$ cat config.mk
export PLATFORM = sky130hd
export DESIGN_NAME = unidade_controle_multiciclo_flat
export DESIGN_NICKNAME = d
export VERILOG_FILES = /design/src/rtl/unidade_controle_multiciclo_if.sv /design/src/rtl/unidade_controle_multiciclo.sv /design/src/flat_wrapper.sv
export SDC_FILE = /design/constraint.sdc
export NUM_CORES = 1
export LEC_CHECK = 0
export ABC_AREA = 1
export CELL_PAD_IN_SITES_DETAIL_PLACEMENT = 0
export CELL_PAD_IN_SITES_GLOBAL_PLACEMENT = 1
export CORE_ASPECT_RATIO = 0.6
export CORE_MARGIN = 4
export CORE_UTILIZATION = 38
export CTS_BUF_LIST = sky130_fd_sc_hd__clkbuf_2 sky130_fd_sc_hd__clkbuf_4 sky130_fd_sc_hd__clkbuf_8
export DETAILED_ROUTE_END_ITERATION = 10
export PLACE_DENSITY_LB_ADDON = 0.1
export SLEW_MARGIN = 20
export SYNTH_ARGS = -nofsm -noshare
export SYNTH_HDL_FRONTEND = slang
export SYNTH_SLANG_ARGS = --single-unit
$ cat constraint.sdc
create_clock -name clk -period 3 [get_ports clk]
set_input_delay 0.75 -clock clk [delete_from_list [all_inputs] [get_ports clk]]
set_output_delay 0.75 -clock clk [all_outputs]
set_load 0.02 [all_outputs]
$ cat src/rtl/unidade_controle_multiciclo_if.sv
// Control bus between the multicycle main control FSM and the RV32I datapath.
//   master : the control unit. It receives opcode, zero and mem_pronto, and
//            drives every mux select, strobe and status signal.
//   slave  : the datapath and memory side, with the opposite directions.
// LARGURA_CONT sets the width of the retired-instruction counter.
interface unidade_controle_multiciclo_if #(
  parameter int LARGURA_CONT = 32
);
  logic [6:0]              opcode;
  logic                    zero;
  logic                    mem_pronto;
  logic [1:0]              op_ula;
  logic [1:0]              ula_fonte_a;
  logic [1:0]              ula_fonte_b;
  logic                    iord;
  logic                    mem_leitura;
  logic                    mem_escrita;
  logic                    ir_escrita;
  logic                    pc_escrita;
  logic                    pc_fonte;
  logic                    reg_escrita;
  logic                    mem_para_reg;
  logic                    erro;
  logic [3:0]              estado;
  logic [LARGURA_CONT-1:0] contador_instr;

  modport master (
    input  opcode, zero, mem_pronto,
    output op_ula, ula_fonte_a, ula_fonte_b, iord, mem_leitura, mem_escrita,
           ir_escrita, pc_escrita, pc_fonte, reg_escrita, mem_para_reg,
           erro, estado, contador_instr
  );

  modport slave (
    output opcode, zero, mem_pronto,
    input  op_ula, ula_fonte_a, ula_fonte_b, iord, mem_leitura, mem_escrita,
           ir_escrita, pc_escrita, pc_fonte, reg_escrita, mem_para_reg,
           erro, estado, contador_instr
  );
endinterface

$ cat src/rtl/unidade_controle_multiciclo.sv
// Multicycle main control FSM for the RV32I datapath. It supports add, sub,
// and, or, addi, lw, sw and beq. Any other opcode traps to a sticky ERRO
// state.
// Ports:
//   clk : rising-edge clock.
//   rst : asynchronous, active-high reset.
//   bus : control bus, master side. It carries:
//         - inputs opcode, zero and mem_pronto;
//         - the datapath selects and strobes;
//         - erro, the estado debug encoding, and the retired-instruction
//           counter.
// While rst is high, every output is held at 0, whatever the state register
// holds.
module unidade_controle_multiciclo #(
  parameter int LARGURA_CONT = 32
) (
  input  logic clk,
  input  logic rst,
  unidade_controle_multiciclo_if.master bus
);

  typedef enum logic [3:0] {
    BUSCA       = 4'd0,
    DECODIFICA  = 4'd1,
    EXEC_R      = 4'd2,
    EXEC_I      = 4'd3,
    CALC_END    = 4'd4,
    EXEC_BEQ    = 4'd5,
    MEM_LW      = 4'd6,
    MEM_SW      = 4'd7,
    ESCRITA_ULA = 4'd8,
    ESCRITA_MEM = 4'd9,
    ERRO        = 4'd15
  } estado_t;

  localparam logic [6:0] OP_R   = 7'b0110011;
  localparam logic [6:0] OP_I   = 7'b0010011;
  localparam logic [6:0] OP_LW  = 7'b0000011;
  localparam logic [6:0] OP_SW  = 7'b0100011;
  localparam logic [6:0] OP_BEQ = 7'b1100011;

  estado_t                 estado_q, estado_d;
  logic [LARGURA_CONT-1:0] cont_q;
  logic                    retira;

  logic [1:0] op_ula, fonte_a, fonte_b;
  logic       iord, mem_rd, mem_wr, ir_wr, pc_wr, pc_fonte, reg_wr, mem_reg;

  always_ff @(posedge clk or posedge rst) begin
    if (rst) begin
      estado_q <= BUSCA;
      cont_q   <= '0;
    end else begin
      estado_q <= estado_d;
      if (retira) cont_q <= cont_q + 1'b1;
    end
  end

  always_comb begin
    estado_d = estado_q;
    retira   = 1'b0;
    op_ula   = 2'b00;
    fonte_a  = 2'b00;
    fonte_b  = 2'b00;
    iord     = 1'b0;
    mem_rd   = 1'b0;
    mem_wr   = 1'b0;
    ir_wr    = 1'b0;
    pc_wr    = 1'b0;
    pc_fonte = 1'b0;
    reg_wr   = 1'b0;
    mem_reg  = 1'b0;
    case (estado_q)
      BUSCA: begin
        // The PC+4 increment and the IR load both happen only on the
        // cycle the memory delivers the instruction.
        mem_rd  = 1'b1;
        fonte_b = 2'b01;
        ir_wr   = bus.mem_pronto;
        pc_wr   = bus.mem_pronto;
        if (bus.mem_pronto) estado_d = DECODIFICA;
      end
      DECODIFICA: begin
        // Computes pc_antigo + imm ahead of time, so beq can use it later.
        fonte_a = 2'b01;
        fonte_b = 2'b10;
        case (bus.opcode)
          OP_R:         estado_d = EXEC_R;
          OP_I:         estado_d = EXEC_I;
          OP_LW, OP_SW: estado_d = CALC_END;
          OP_BEQ:       estado_d = EXEC_BEQ;
          default:      estado_d = ERRO;
        endcase
      end
      EXEC_R: begin
        fonte_a  = 2'b10;
        op_ula   = 2'b10;
        estado_d = ESCRITA_ULA;
      end
      EXEC_I: begin
        fonte_a  = 2'b10;
        fonte_b  = 2'b10;
        estado_d = ESCRITA_ULA;
      end
      CALC_END: begin
        fonte_a  = 2'b10;
        fonte_b  = 2'b10;
        estado_d = (bus.opcode == OP_LW) ? MEM_LW : MEM_SW;
      end
      EXEC_BEQ: begin
        fonte_a  = 2'b10;
        op_ula   = 2'b01;
        pc_fonte = 1'b1;
        pc_wr    = bus.zero;
        retira   = 1'b1;
        estado_d = BUSCA;
      end
      MEM_LW: begin
        mem_rd = 1'b1;
        iord   = 1'b1;
        if (bus.mem_pronto) estado_d = ESCRITA_MEM;
      end
      MEM_SW: begin
        mem_wr = 1'b1;
        iord   = 1'b1;
        if (bus.mem_pronto) begin
          retira   = 1'b1;
          estado_d = BUSCA;
        end
      end
      ESCRITA_ULA: begin
        reg_wr   = 1'b1;
        retira   = 1'b1;
        estado_d = BUSCA;
      end
      ESCRITA_MEM: begin
        reg_wr   = 1'b1;
        mem_reg  = 1'b1;
        retira   = 1'b1;
        estado_d = BUSCA;
      end
      ERRO:    estado_d = ERRO;
      default: estado_d = ERRO;
    endcase
  end

  // The rst gate drops any pending memory request at once, without waiting
  // for a clock edge.
  assign bus.op_ula         = rst ? 2'b00 : op_ula;
  assign bus.ula_fonte_a    = rst ? 2'b00 : fonte_a;
  assign bus.ula_fonte_b    = rst ? 2'b00 : fonte_b;
  assign bus.iord           = ~rst & iord;
  assign bus.mem_leitura    = ~rst & mem_rd;
  assign bus.mem_escrita    = ~rst & mem_wr;
  assign bus.ir_escrita     = ~rst & ir_wr;
  assign bus.pc_escrita     = ~rst & pc_wr;
  assign bus.pc_fonte       = ~rst & pc_fonte;
  assign bus.reg_escrita    = ~rst & reg_wr;
  assign bus.mem_para_reg   = ~rst & mem_reg;
  assign bus.erro           = ~rst & (estado_q == ERRO);
  assign bus.estado         = rst ? 4'd0 : estado_q;
  assign bus.contador_instr = rst ? '0 : cont_q;

endmodule
$ cat src/flat_wrapper.sv
// flat-port wrapper written by rule: the top's interface ports become plain ports
module unidade_controle_multiciclo_flat 
#(
  parameter int LARGURA_CONT = 32
)
  (clk, rst, bus_opcode, bus_zero, bus_mem_pronto, bus_op_ula, bus_ula_fonte_a, bus_ula_fonte_b, bus_iord, bus_mem_leitura, bus_mem_escrita, bus_ir_escrita, bus_pc_escrita, bus_pc_fonte, bus_reg_escrita, bus_mem_para_reg, bus_erro, bus_estado, bus_contador_instr);
  unidade_controle_multiciclo_if #(.LARGURA_CONT(LARGURA_CONT)) bus_i ();
  input  logic clk;
  input  logic rst;
  input wire logic [$bits(bus_i.opcode)-1:0] bus_opcode;
  input wire logic [$bits(bus_i.zero)-1:0] bus_zero;
  input wire logic [$bits(bus_i.mem_pronto)-1:0] bus_mem_pronto;
  output wire logic [$bits(bus_i.op_ula)-1:0] bus_op_ula;
  output wire logic [$bits(bus_i.ula_fonte_a)-1:0] bus_ula_fonte_a;
  output wire logic [$bits(bus_i.ula_fonte_b)-1:0] bus_ula_fonte_b;
  output wire logic [$bits(bus_i.iord)-1:0] bus_iord;
  output wire logic [$bits(bus_i.mem_leitura)-1:0] bus_mem_leitura;
  output wire logic [$bits(bus_i.mem_escrita)-1:0] bus_mem_escrita;
  output wire logic [$bits(bus_i.ir_escrita)-1:0] bus_ir_escrita;
  output wire logic [$bits(bus_i.pc_escrita)-1:0] bus_pc_escrita;
  output wire logic [$bits(bus_i.pc_fonte)-1:0] bus_pc_fonte;
  output wire logic [$bits(bus_i.reg_escrita)-1:0] bus_reg_escrita;
  output wire logic [$bits(bus_i.mem_para_reg)-1:0] bus_mem_para_reg;
  output wire logic [$bits(bus_i.erro)-1:0] bus_erro;
  output wire logic [$bits(bus_i.estado)-1:0] bus_estado;
  output wire logic [$bits(bus_i.contador_instr)-1:0] bus_contador_instr;
  assign bus_i.opcode = bus_opcode;
  assign bus_i.zero = bus_zero;
  assign bus_i.mem_pronto = bus_mem_pronto;
  assign bus_op_ula = bus_i.op_ula;
  assign bus_ula_fonte_a = bus_i.ula_fonte_a;
  assign bus_ula_fonte_b = bus_i.ula_fonte_b;
  assign bus_iord = bus_i.iord;
  assign bus_mem_leitura = bus_i.mem_leitura;
  assign bus_mem_escrita = bus_i.mem_escrita;
  assign bus_ir_escrita = bus_i.ir_escrita;
  assign bus_pc_escrita = bus_i.pc_escrita;
  assign bus_pc_fonte = bus_i.pc_fonte;
  assign bus_reg_escrita = bus_i.reg_escrita;
  assign bus_mem_para_reg = bus_i.mem_para_reg;
  assign bus_erro = bus_i.erro;
  assign bus_estado = bus_i.estado;
  assign bus_contador_instr = bus_i.contador_instr;
  unidade_controle_multiciclo #(.LARGURA_CONT(LARGURA_CONT)) u_core (.clk(clk), .rst(rst), .bus(bus_i));
endmodule
==> summary.md <==
| Metric | Value |
|---|---|
| Post-route clock skew | `0.0103 ns` |
| Worst R2R Start | `u_core.estado_q[2]` |
| Static power due to leakage | `0.00153 uW` |
| Number of nets in the finished design | `496` |
| Global routing usage on met2 | `0.256` |
| Synth async-reset ratio | `1.00` |
| Sequential area share after synthesis | `0.343` |
| Vias in the first global route | `2433` |
| Mean Syn Cell Area | `6.24 sq um` |
| Hold Crit Class | `reg -> reg` |
| Share of layout cells above drive strength 1 | `0.0845` |
| Fillers | `694` |
| Post-synth design cell area | `2630 sq um` |
| Final worst path period need | `2.88 ns` |
| Number of hold-slack violations in the final timing report | `0` |
| Worst-skew pair later-pin latency | `0.29 ns` |
| Synth area leader | `sky130_fd_sc_hd__dfrtp_1` |
| Relative max-transition margin | `0.658` |
| Sequential cell area in the final layout | `901 sq um` |
| Distinct cell type count of the synthesized netlist | `28` |
| Crit path required time | `2.25 ns` |
| Top cell type's share of synthesized area | `0.343` |
| Detailed-route DRC error count | `0` |
| Final Cycle Share | `0.961` |
| Initial DRC Count | `173` |
| Wire length of the first global-routing pass | `12.2 mm` |
| Critical path launch point type | `flop` |
| Pre-antenna DRT Iters | `4` |
| Number of flops mapped to enable cells by yosys | `0` |
| P_sw | `689 uW` |
| IO Count | `62` |
| Largest net degree at the start of global routing | `37` |
| Critical Setup Path Class | `reg -> out` |
| Clock network fraction of total power | `0.227` |
| Achievable clock frequency | `347 MHz` |
| Reg power frac | `0.369` |
| Top Usage Layer GRT | `met1` |
| Total power per unit cell area | `491 nW/um^2` |
| Effective utilization at floorplan | `0.392` |
| # diodes | `0` |
| Global-route met1 utilization | `0.295` |
| Number of buffers inserted during clock tree synthesis | `5` |
| DPL Wire Length | `5.83 mm` |
| Root buffer cell | `sky130_fd_sc_hd__clkbuf_8` |
| Initial antenna violation count | `0` |
| Synth warnings | `0` |
| Logic pwr share | `0.405` |
| Floorplan core area | `6710 sq um` |
| Commonest non-fill, non-tap cell in the layout | `sky130_fd_sc_hd__nand2_1` |
| Number of buffers on the longest clock path | `2` |
| Setup slack on the worst flop-to-flop path | `1.28 ns` |
| Unrepaired setup endpoints after global routing | `no` |
| All-Layer GR Usage | `0.186` |
| Flop and latch count out of synthesis | `36` |
| Status | `complete, no violations` |
| Reg clk slew, reported paths | `0.07 ns` |
| Worst supply voltage drop on vdd | `0.000307 V` |
| Sinks on the clock net | `36` |
| Max Cap Viol | `0` |
| Final Slew Violations | `0` |
| Switching power as a share of total power | `0.409` |
| Global Route met3 Usage | `0.0483` |
| Vias per inst | `4.69` |
| Endpoint arrival time on the critical path | `2.13 ns` |
| Final weighted congestion in routability-driven placement | `0.847` |
| Standard-cell rows | `23` |
| Worst-margin pin slew | `0.513 ns` |
| Worst R2R End | `u_core.cont_q[6]` |
| Number of port buffers | `61` |
| Min Hold Slack | `0.515 ns` |
| Cell-internal power | `995 uW` |
| Remaining number of nets flagged by the antenna check after routing | `0` |
| Setup TNS Final | `0 ns` |
| Top flip-flop cell by instance count after synthesis | `sky130_fd_sc_hd__dfrtp_1` |
| Area overhead of the layout relative to synthesis | `30.6%` |
| Wirelength per Cell | `12.7 microns` |
| Commonest cells after routing, fill and taps aside | `129 x sky130_fd_sc_hd__nand2_1, 95 x sky130_fd_sc_hd__nor2_1, 60 x sky130_fd_sc_hd__clkdlybuf4s50_1, 54 x sky130_fd_sc_hd__inv_1, 36 x sky130_fd_sc_hd__dfrtp_1` |
| Routed via count | `2683` |
| Synthesized netlist cell count | `421` |
| Post-layout utilization of the core | `0.512` |
| Cells taking the most area after synthesis | `sky130_fd_sc_hd__dfrtp_1 34%, sky130_fd_sc_hd__nand2_1 18%, sky130_fd_sc_hd__nor2_1 14%` |
| Clock tree from TritonCTS | `yes` |
| Grt ovf | `0` |
| Crit path max fanout | `5` |
| Total length of routed wires | `7.25 mm` |
| Horizontal die dimension | `115 microns` |
| Total setup violations reported at the end of the flow | `0` |
| Source of the critical timing path | `u_core.estado_q[3]` |
| H-Tree Depth | `2` |
| Number of cell instances on the worst register-to-register path | `7` |
| Synthesized Nets | `433` |
| Multi-input gate area | `1450 sq um` |
| Die Ht | `72.4 microns` |
| Die ar. | `8360 sq um` |
| End point of the critical path | `bus_mem_leitura` |
| Post CTS Setup Buffer Count | `0` |
| Endpoint type of the worst setup path | `primary output` |
## worst max-delay path, stage by stage (launching register included)
cell and delay, ns:
sky130_fd_sc_hd__dfrtp_1 0.45, sky130_fd_sc_hd__nor2_2 0.26, sky130_fd_sc_hd__nand2_1 0.13, sky130_fd_sc_hd__o21ai_1 0.19, sky130_fd_sc_hd__inv_1 0.07, sky130_fd_sc_hd__nor2_1 0.12, sky130_fd_sc_hd__clkdlybuf4s50_1 0.63
## flip-flops by register name, indices dropped and copies added (netlist names)
register         cells
u_core.estado_q      4
u_core.cont_q       32
## logic make-up (layout without fill, tap and decap cells)
group                    Yosys count  count (layout)  synth area share
AND/OR/NAND/NOR                  277             277             0.447
adder cells (fa/ha/maj)            1               1           0.00476
buffers and inverters             70             134             0.108
AO/OA/AOI/OAI                     21              21            0.0447
flip-flops                        36              36             0.343
XOR/XNOR                          16              16            0.0533
## how the worst min path moves through the flow
stage               cells after the start                 to              start
detailed placement                      2  u_core.cont_q[31]  u_core.cont_q[31]
CTS                                     1   u_core.cont_q[0]   u_core.cont_q[0]
global placement                        1   u_core.cont_q[0]   u_core.cont_q[0]
global route                            1   u_core.cont_q[0]   u_core.cont_q[0]
finish                                  1   u_core.cont_q[0]   u_core.cont_q[0]
floorplan                               1   u_core.cont_q[0]   u_core.cont_q[0]
## metrics by stage
stage	worst slack (ns)	area (sq um)	instances	total power, uW
2_1_floorplan	0.211	2630	421	1090
3_3_place_gp	0.156	3330	564	1310
3_5_place_dp	0.144	3330	564	1320
4_1_cts	0.0290	3430	572	1700
5_1_grt	0.00790	3430	572	1810
6_report	0.116	3430	572	1680
## power groups by stage
stage	clock network [uW]	logic, uW	registers (uW)
floorplan	0	478	607
global placement	0	679	626
detailed placement	0	689	627
CTS	390	689	619
global route	415	761	633
finish	382	681	621
## per-layer routing
layer	share of wire	wire [microns]
met1	0.54	3940
met2	0.38	2790
met3	0.070	507
met4	0.0014	10
met5	0	0
## synthesized netlist by cell type (2+ instances only)
master / number
sky130_fd_sc_hd__nand2_1: 129
sky130_fd_sc_hd__nor2_1: 96
sky130_fd_sc_hd__inv_1: 54
sky130_fd_sc_hd__dfrtp_1: 36
sky130_fd_sc_hd__nand3_1: 25
sky130_fd_sc_hd__xor2_1: 16
sky130_fd_sc_hd__nor2_4: 7
sky130_fd_sc_hd__o21ai_0: 7
sky130_fd_sc_hd__nand2_2: 6
sky130_fd_sc_hd__nor2_2: 6
sky130_fd_sc_hd__inv_2: 5
sky130_fd_sc_hd__nor3_1: 5
sky130_fd_sc_hd__o21ai_1: 5
sky130_fd_sc_hd__a21oi_1: 4
sky130_fd_sc_hd__clkbuf_1: 3
sky130_fd_sc_hd__buf_1: 2
sky130_fd_sc_hd__buf_6: 2
sky130_fd_sc_hd__clkinv_1: 2
sky130_fd_sc_hd__nand3_2: 2
## layout make-up
| type | count | area share |
|---|---|---|
| multi-input cells | 315 | 0.422 |
| flip-flops and latches | 36 | 0.262 |
| repair buffers | 65 | 0.189 |
| inverters | 61 | 0.0667 |
| well taps | 87 | 0.0317 |
| clock buffers | 8 | 0.0284 |
## timing repair
item                       CTS  global route
hold buffers                 0             0
resized for setup            0             1
setup endpoints to repair    0             1
Power figures use the tool's default switching activity.
